--- config.mk ---
export PLATFORM = sky130hd
export DESIGN_NAME = ex_sequencer_flat
export DESIGN_NICKNAME = d
export VERILOG_FILES = /design/src/rtl/ex_pkg.sv /design/src/rtl/ex_if.sv /design/src/rtl/ex_mul_iter.sv /design/src/rtl/ex_sequencer.sv /design/src/flat_wrapper.sv
export SDC_FILE = /design/constraint.sdc
export NUM_CORES = 1
export LEC_CHECK = 0
export ABC_CLOCK_PERIOD_IN_PS = 5900
export BUFFER_PORTS_ARGS = -buffer_cell sky130_fd_sc_hd__buf_2
export CORE_MARGIN = 3
export CORE_UTILIZATION = 41
export CTS_BUF_LIST = sky130_fd_sc_hd__clkbuf_8
export DETAILED_ROUTE_END_ITERATION = 10
export PLACE_DENSITY_LB_ADDON = 0.15
export SETUP_SLACK_MARGIN = 0.1
export SLEW_MARGIN = 20
export SYNTH_ARGS = -nofsm -noshare
export SYNTH_HDL_FRONTEND = slang
export SYNTH_HIERARCHICAL = 1
export SYNTH_SLANG_ARGS = --single-unit
--- constraint.sdc ---
create_clock -name clk -period 5.9 [get_ports clk]
set_input_delay 0.59 -clock clk [delete_from_list [all_inputs] [get_ports clk]]
set_output_delay 0.59 -clock clk [all_outputs]
set_load 0.01 [all_outputs]
--- src/rtl/ex_pkg.sv ---
// ex_pkg: shared opcodes, FSM states and op classes for the execute-stage sequencer.
package ex_pkg;
  localparam logic [6:0] OPC_RTYPE = 7'b0110011;
  localparam logic [6:0] OPC_LOAD  = 7'b0000011;
  localparam logic [6:0] F7_MULDIV = 7'b0000001;
  typedef enum logic [1:0] {IDLE, BUSY, DONE} state_t;
  typedef enum logic [1:0] {OP_ADD, OP_MUL, OP_NONE} op_t;
  function automatic op_t op_class(input logic [6:0] opcode, input logic [6:0] funct7);
    return (opcode == OPC_RTYPE) ? ((funct7 == F7_MULDIV) ? OP_MUL : OP_ADD) :
           (opcode == OPC_LOAD)  ? OP_ADD : OP_NONE;
  endfunction
endpackage

--- src/rtl/ex_if.sv ---
// ex_if: ID-side op handshake and MEM-side result handshake of the execute stage.
interface ex_if #(parameter int XLEN = 32);
  logic            in_valid;
  logic            in_ready;
  logic [6:0]      in_opcode;
  logic [6:0]      in_funct7;
  logic [XLEN-1:0] in_rs1;
  logic [XLEN-1:0] in_rs2;
  logic            out_valid;
  logic            out_ready;
  logic [XLEN-1:0] out_result;
  logic            busy;
  modport master (
    output in_valid, in_opcode, in_funct7, in_rs1, in_rs2, out_ready,
    input  in_ready, out_valid, out_result, busy
  );
  modport slave (
    input  in_valid, in_opcode, in_funct7, in_rs1, in_rs2, out_ready,
    output in_ready, out_valid, out_result, busy
  );
endinterface

--- src/rtl/ex_mul_iter.sv ---
// ex_mul_iter: iterative shift-add multiplier, XLEN/MUL_CYCLES multiplier bits per cycle.
module ex_mul_iter #(
  parameter int XLEN       = 32,
  parameter int MUL_CYCLES = 4
) (
  input  logic            clk,
  input  logic            rst,
  input  logic            clr,
  input  logic            start,
  input  logic [XLEN-1:0] a,
  input  logic [XLEN-1:0] b,
  output logic            done,
  output logic [XLEN-1:0] product
);
  localparam int K  = XLEN / MUL_CYCLES;
  localparam int CW = $clog2(MUL_CYCLES);
  logic [XLEN-1:0] r_a, r_b, r_acc, w_part;
  logic [CW-1:0]   r_cnt;
  logic            r_run;
  always_comb begin
    w_part = '0;
    for (int i = 0; i < K; i++) w_part = w_part + (r_b[i] ? r_a << i : '0);
  end
  // the last chunk is folded in combinationally so the product is ready on the final cycle
  assign product = r_acc + w_part;
  assign done    = r_run && r_cnt == '0;
  always_ff @(posedge clk or posedge rst) begin
    if (rst) begin
      r_run <= 1'b0;
      r_cnt <= '0;
      r_a   <= '0;
      r_b   <= '0;
      r_acc <= '0;
    end else if (clr) begin
      r_run <= 1'b0;
      r_cnt <= '0;
      r_acc <= '0;
    end else if (start) begin
      r_run <= 1'b1;
      r_cnt <= CW'(MUL_CYCLES - 1);
      r_a   <= a;
      r_b   <= b;
      r_acc <= '0;
    end else if (r_run) begin
      r_run <= r_cnt != '0;
      r_cnt <= r_cnt - 1'b1;
      r_a   <= r_a << K;
      r_b   <= r_b >> K;
      r_acc <= product;
    end
  end
endmodule

--- src/rtl/ex_sequencer.sv ---
// ex_sequencer: execute-stage valid/ready slot; 1-cycle ADD/load, MUL_CYCLES-cycle MUL.
// Define EX_FLUSH_EN to add the flush input that abandons any held or in-flight op.
module ex_sequencer
  import ex_pkg::*;
#(
  parameter int XLEN       = 32,
  parameter int MUL_CYCLES = 4
) (
  input  logic clk,
  input  logic rst,
`ifdef EX_FLUSH_EN
  input  logic flush,
`endif
  ex_if.slave  bus
);
  state_t          r_state, w_state;
  logic [XLEN-1:0] r_result, w_result, w_product;
  logic            w_flush, w_accept, w_start, w_mul_done;
  op_t             w_op;
`ifdef EX_FLUSH_EN
  assign w_flush = flush;
`else
  assign w_flush = 1'b0;
`endif
  assign w_op           = op_class(bus.in_opcode, bus.in_funct7);
  assign bus.in_ready   = !w_flush && (r_state == IDLE || (r_state == DONE && bus.out_ready));
  assign w_accept       = bus.in_valid && bus.in_ready;
  assign w_start        = w_accept && w_op == OP_MUL;
  assign bus.out_valid  = r_state == DONE;
  assign bus.busy       = r_state == BUSY;
  assign bus.out_result = r_result;
  ex_mul_iter #(.XLEN(XLEN), .MUL_CYCLES(MUL_CYCLES)) u_mul (
    .clk     (clk),
    .rst     (rst),
    .clr     (w_flush),
    .start   (w_start),
    .a       (bus.in_rs1),
    .b       (bus.in_rs2),
    .done    (w_mul_done),
    .product (w_product)
  );
  // an accept in DONE retires the held result and loads the new op on the same edge
  always_comb begin
    w_state  = r_state;
    w_result = r_result;
    if (w_flush) begin
      w_state = IDLE;
    end else if (w_accept) begin
      w_state  = (w_op == OP_MUL) ? BUSY : DONE;
      w_result = (w_op == OP_ADD) ? bus.in_rs1 + bus.in_rs2 : (w_op == OP_NONE) ? '0 : r_result;
    end else if (r_state == BUSY && w_mul_done) begin
      w_state  = DONE;
      w_result = w_product;
    end else if (r_state == DONE && bus.out_ready) begin
      w_state = IDLE;
    end
  end
  always_ff @(posedge clk or posedge rst) begin
    if (rst) begin
      r_state  <= IDLE;
      r_result <= '0;
    end else begin
      r_state  <= w_state;
      r_result <= w_result;
    end
  end
endmodule
--- src/flat_wrapper.sv ---
// flat-port wrapper written by rule: the top's interface ports become plain ports
module ex_sequencer_flat import ex_pkg::*;
#(
  parameter int XLEN       = 32,
  parameter int MUL_CYCLES = 4
)
  (clk, rst, bus_in_valid, bus_in_opcode, bus_in_funct7, bus_in_rs1, bus_in_rs2, bus_out_ready, bus_in_ready, bus_out_valid, bus_out_result, bus_busy);
  ex_if #(.XLEN(XLEN)) bus_i ();
  input  logic clk;
  input  logic rst;
  input wire logic [$bits(bus_i.in_valid)-1:0] bus_in_valid;
  input wire logic [$bits(bus_i.in_opcode)-1:0] bus_in_opcode;
  input wire logic [$bits(bus_i.in_funct7)-1:0] bus_in_funct7;
  input wire logic [$bits(bus_i.in_rs1)-1:0] bus_in_rs1;
  input wire logic [$bits(bus_i.in_rs2)-1:0] bus_in_rs2;
  input wire logic [$bits(bus_i.out_ready)-1:0] bus_out_ready;
  output wire logic [$bits(bus_i.in_ready)-1:0] bus_in_ready;
  output wire logic [$bits(bus_i.out_valid)-1:0] bus_out_valid;
  output wire logic [$bits(bus_i.out_result)-1:0] bus_out_result;
  output wire logic [$bits(bus_i.busy)-1:0] bus_busy;
  assign bus_i.in_valid = bus_in_valid;
  assign bus_i.in_opcode = bus_in_opcode;
  assign bus_i.in_funct7 = bus_in_funct7;
  assign bus_i.in_rs1 = bus_in_rs1;
  assign bus_i.in_rs2 = bus_in_rs2;
  assign bus_i.out_ready = bus_out_ready;
  assign bus_in_ready = bus_i.in_ready;
  assign bus_out_valid = bus_i.out_valid;
  assign bus_out_result = bus_i.out_result;
  assign bus_busy = bus_i.busy;
  ex_sequencer #(.XLEN(XLEN), .MUL_CYCLES(MUL_CYCLES)) u_core (.clk(clk), .rst(rst), .bus(bus_i));
endmodule
# Word level (Yosys, flattened, before mapping)
# Cells that the tools add are included.
# word_totals
reg_bits	133
input_bits	82
output_inout_bits	35
word_cells	68
# classes
add_sub_neg	10
eq_ne	8
muxes	29
n_reduce_logical	14
# ops
op	count
$mux W32	18
$add A32 B32 Y32	9
$mux W2	8
$eq A7 B1 Y1 const B	1
$eq A7 B2 Y1 const B	1
$eq A7 B6 Y1 const B	1
$logic_not A2 Y1	3
$reduce_bool A2 Y1	3
$logic_and A1 B1 Y1	5
$eq A2 B1 Y1 const B	2
$eq A2 B2 Y1 const B	2
$mux W1	3
$ne A3 B3 Y1 const B	1
$reduce_bool A3 Y1	1
$reduce_and A2 Y1	1
$sub A2 B1 Y2 const B	1
$logic_or A1 B1 Y1	1

# Depth between registers and ports, before layout
# logic_depth
word_depth	11
depth_mapped	22

# By module
# The synthesis kept the hierarchy.
# by_module_without_submodules
module	instances	cells_each	area_per_inst_um2
ex_mul_iter	1	1249	11538.6
ex_sequencer	1	440	3485.8

# Least setup slack after synthesis
# No wires, ideal clock.
# synth_path
path_kind	flip-flop to flip-flop
from	register u_core.u_mul.r_b[5]
to	register u_core.r_result[31], in the netlist u_core/bus.out_result[31]
arrival_time_ps	5064
slack_ps	751
path_stages_with_launch	22
path_buffers	2
cell_sequence	dfrtp_1 -> buf_2 -> clkbuf_1 -> nand2_1 -> fa_1 -> inv_1 -> fa_1 -> fa_1 -> inv_1 -> fa_1 -> inv_1 -> ha_1 -> and2_1 -> and3_4 -> a2111oi_2 -> a21oi_1 -> a221oi_2 -> xnor2_1 -> nor3b_1 -> a21oi_1 -> and3_1 -> a32oi_1
# synth_via
elab_chain_len	7
# synth_rtl
item	line	source
start, declared	ex_mul_iter.sv:17	logic [XLEN-1:0] r_a, r_b, r_acc, w_part;
start signal, assigned	ex_mul_iter.sv:48	r_b <= r_b >> K;
$mux W32	ex_mul_iter.sv:22	for (int i = 0; i < K; i++) w_part = w_part + (r_b[i] ? r_a << i : '0);
$add A32 B32 Y32 (3 in a row)	ex_mul_iter.sv:22	
$add A32 B32 Y32	ex_mul_iter.sv:25	assign product = r_acc + w_part;
named net u_core.w_product[31]	ex_sequencer.sv:17	logic [XLEN-1:0] r_result, w_result, w_product;
$mux W32	ex_sequencer.sv:51	end else if (r_state == BUSY && w_mul_done) begin
$mux W32	ex_sequencer.sv:48	end else if (w_accept) begin
end signal, assigned	ex_sequencer.sv:64	r_result <= w_result;
end, declared	ex_sequencer.sv:17	
# The timed path passes the listed nets, and every way through them passes these cells. The select of a mux whose other input is x is not followed.
# A chain may end at the register's enable or synchronous reset.

# Worst setup path after layout
# layout_path
from	register u_core.u_mul.r_a[7]
to	register u_core.r_result[31], in the netlist u_core/bus.out_result[31]
# layout_via
elab_chain_len	11
# layout_rtl
item	line	source
start, declared	ex_mul_iter.sv:17	
start signal, assigned	ex_mul_iter.sv:47	r_a <= r_a << K;
$mux W32	ex_mul_iter.sv:22	
$add A32 B32 Y32 (6 in a row)	ex_mul_iter.sv:22	
$add A32 B32 Y32 (*)	ex_mul_iter.sv:22	
$add A32 B32 Y32 (*)	ex_mul_iter.sv:25	
named net u_core.w_product[31]	ex_sequencer.sv:17	
$mux W32 (*)	ex_sequencer.sv:51	
$mux W32 (*)	ex_sequencer.sv:48	
# Mark *: on every way through the listed nets, which the timed path passes. The rest lies on a longest branch. The select of a mux whose other input is x is not followed.

==> results.md <==
- Outcome: complete, no violations
- Worst-margin pin slew: 0.929 ns
- Cts bufs inserted: 17
- Max-slew violations: 0
- Syn Inst Count: 1689
- Ratio of cells with drive above 1 in the final layout: 13.9%
- Die W: 197 um
- Buffers and inverters on the worst path: 4
- Critical path cell sequence: buf_4 -> and2_1 -> fa_1 -> fa_1 -> fa_1 -> inv_1 -> fa_1 -> inv_1 -> ha_1 -> a21oi_2 -> o21ai_1 -> a2111oi_2 -> a21oi_1 -> buf_4 -> a221oi_4 -> xnor2_1 -> nor3b_1 -> a21oi_1 -> and3_1 -> a32oi_1
- Delay-heaviest family, CP: adder cells
- Leading area contributor after synthesis: fa_1
- Largest net degree at the start of global routing: 82
- Synth unique cells: 73
- First-pass DRT Iterations: 5
- I/O pins: 117
- P per Cell Area: 121 nW/um^2
- Mapped Area: 15000 um^2
- Layout area overhead: 11.1%
- Vias per cell: between 5 and 6
- Predominant post-synthesis flop cell: dfrtp_1
- CP Data Arrival Time: just under 6 ns
- Critical path endpoint category: flop
- Seq/Total Area, Yosys: 22.2%
- Crit Path Max Fanout: 7
- Die footprint: roughly 39000 um^2
- Final #Nets: approximately 2100
- Cell area after layout: 16700 um^2
- Detailed Place HPWL: around 36 mm
- DRC violations left: 0
- DRT antenna net count: 0
- Clock sinks: 133
- Remaining Overflow, GRT: 0
- Area of the core: roughly 36000 um^2
- Number of max-cap violations: 0
- #FFs+latches synth: 133
- Final worst-path cycle share: 93.8%
- Final setup fails: 0
- RSZ-0062 raised after global routing: no
- DRT iter0 DRCs: ~780
- Worst skew pair latency: 0.46 ns
- TritonCTS clock tree: built
- Worst min-delay path class: in -> async
- Hold buffer count at CTS: 0
- CTS HTree Levels: 4
- FFs w/ async S/R, synth: between 90% and 100%
- Setup Skew: 0.0159 ns
- Starting density of the core: 41.9%
- Post-synth EDFFs: 0
- Fin. Hold Viols: 0
- Max Clk Rate: 0.181 GHz
- CP Class: reg -> reg
- Critical Path Most Common Cell: fa_1
- Lkg Pwr: 0.00825 uW
- Drt total wl: approximately 46 mm
- Placed inst area: 16300 um^2
- Routability Congestion: 0.921
- Critical path launch point type: flop
- Clock root buffer: clkbuf_8
- Hold_ws: about 0.095 ns
- Antenna diodes: 0
- DR WL/cell: just over 20 um
- First-pass GRT wire length: 73.2 mm
- Crit path time final: ~5.5 ns
- Average size of a mapped cell: 8.90 um^2
- Slew headroom: 38.0%
- DIE HEIGHT: 197 um
- Total Neg Setup Slack: 0 ns
- Initial antenna violation count: 1
- Row count: ~70
- Overall routing resource usage: 24.5%
- CTS clk-pin slew, worst paths: 0.08 ns
- Vias in the first global route: 12787
- Slowest-stage cell, CP: dfrtp_1
- CP Data Required Time: 6.27 ns
- Top-area cell type share of the netlist area: between 20% and 30%
- Ys Warns: 6
- Crit path largest cell delay: 0.55 ns
- Maximum vdd drop: roughly 0.00015 V
- CTS Buffer Depth: 2
- Vias: 12176
- Top cells by area, synth: fa_1, dfrtp_1, inv_1
- Port bufs: 116
## cells in the mapped netlist (12+ instances only)
library cell	instances
a21o_1	25
a21oi_1	69
a22o_1	48
and2_1	102
and3_1	13
buf_2	12
clkbuf_1	73
dfrtp_1	133
fa_1	188
ha_1	70
inv_1	264
mux2i_1	49
nand2_1	246
nand3_1	14
nand4_1	19
nor2_1	58
nor3_1	14
o21a_1	13
o21ai_0	79
xnor2_1	36
xor2_1	20
## routing by layer
layer,vias to the layer above,track usage [%],wire [um]
met5,-,0,11
met4,2,5.86,857
met3,56,4.33,2680
met2,354,38.4,21000
met1,6097,35.5,21800
li1,5667,-,-
## worst paths after layout
check	end	slack, ns	from	depth (start not counted)
setup / recovery	u_core/bus.out_result[31]	0.36	u_core/u_mul/r_a[7]	20
hold / removal	u_core/bus.out_result[2]	0.1	rst	2
setup reg to reg	u_core/bus.out_result[31]	0.36	u_core/u_mul/r_a[7]	20
hold reg to reg	u_core/u_mul/r_b[16]	0.48	u_core/u_mul/r_b[16]	2
max in group asynchronous	u_core/u_mul/r_a[9]	4.33	rst	3
min in group clk	u_core/u_mul/r_a[5]	0.38	bus_in_rs1[5]	2
## timing repair
action / 4_1_cts / 5_1_grt
setup endpoints to repair: 0 / 4
gates resized for setup: 0 / 17
setup buffers: 0 / 0
## report_power, final
| part | switching (uW) | leakage [uW] | internal [uW] |
|---|---|---|---|
| sequential | 9.61 | 0.00180 | 926 |
| clock | 387 | 0.000190 | 365 |
| combinational | 214 | 0.00625 | 119 |
## final cells by class
class | instances | area [um^2]
well taps | 461 | 577
clock buffers | 20 | 275
inverters | 264 | 993
flip-flops and latches | 133 | 3350
multi-input cells | 1194 | 10300
clock inverters | 12 | 104
repair buffers | 176 | 1110
fillers | 3526 | 19100
## layout by cell type (no fill, tap or decap), types with 8 or more instances in the layout
cell type    n
a221oi_1     8
a21oi_1     68
nand3_1     14
a211oi_1     8
inv_1      265
clkbuf_8    20
buf_4       54
nand4_1     19
o21a_1      13
a31oi_1      8
a21o_1      25
dfrtp_2     15
o21ai_0     78
buf_2      116
and3_1      13
nand2_1    246
a22o_1      48
nor3_1      13
xor2_1      20
nor2_1      56
ha_1        70
mux2i_1     49
fa_1       188
and2_1     102
xnor2_1     36
dfrtp_1    118
## state kept, by name, summed over array words and instances (netlist names)
signal and cells:
u_core/bus.out_result 32, u_core/u_mul/r_b 32, u_core/r_state 2, u_core/u_mul/r_a 32
u_core/u_mul/r_cnt 2, u_core/u_mul/r_run 1, u_core/u_mul/r_acc 32
## stage by stage
stage | setup WS [ns] | util, % | instances | total power, uW
floorplan | 0.751 | - | 1693 | 1170
global placement | 0.345 | 45.4 | 2228 | 1280
detailed placement | 0.205 | 45.4 | 2228 | 1280
CTS | 0.162 | 46.5 | 2260 | 2040
global route | 0.124 | 46.6 | 2260 | 2110
finish | 0.364 | 46.6 | 2260 | 2020
## kinds of logic (layout without fill, tap and decap cells)
group | Yosys count | count (layout) | share of synthesized area, %
and+or+nand+nor | 494 | 494 | 15.5
buffers and inverters | 366 | 472 | 9.78
AOI/OAI and AO/OA | 331 | 331 | 15.1
adders and majority gates | 258 | 258 | 30.9
DFF | 133 | 133 | 22.2
xor gates and xnor gates | 57 | 57 | 3.37
muxes | 49 | 49 | 3.26
other | 1 | 5 | 0.0250
(Power assumes the default switching activity.)
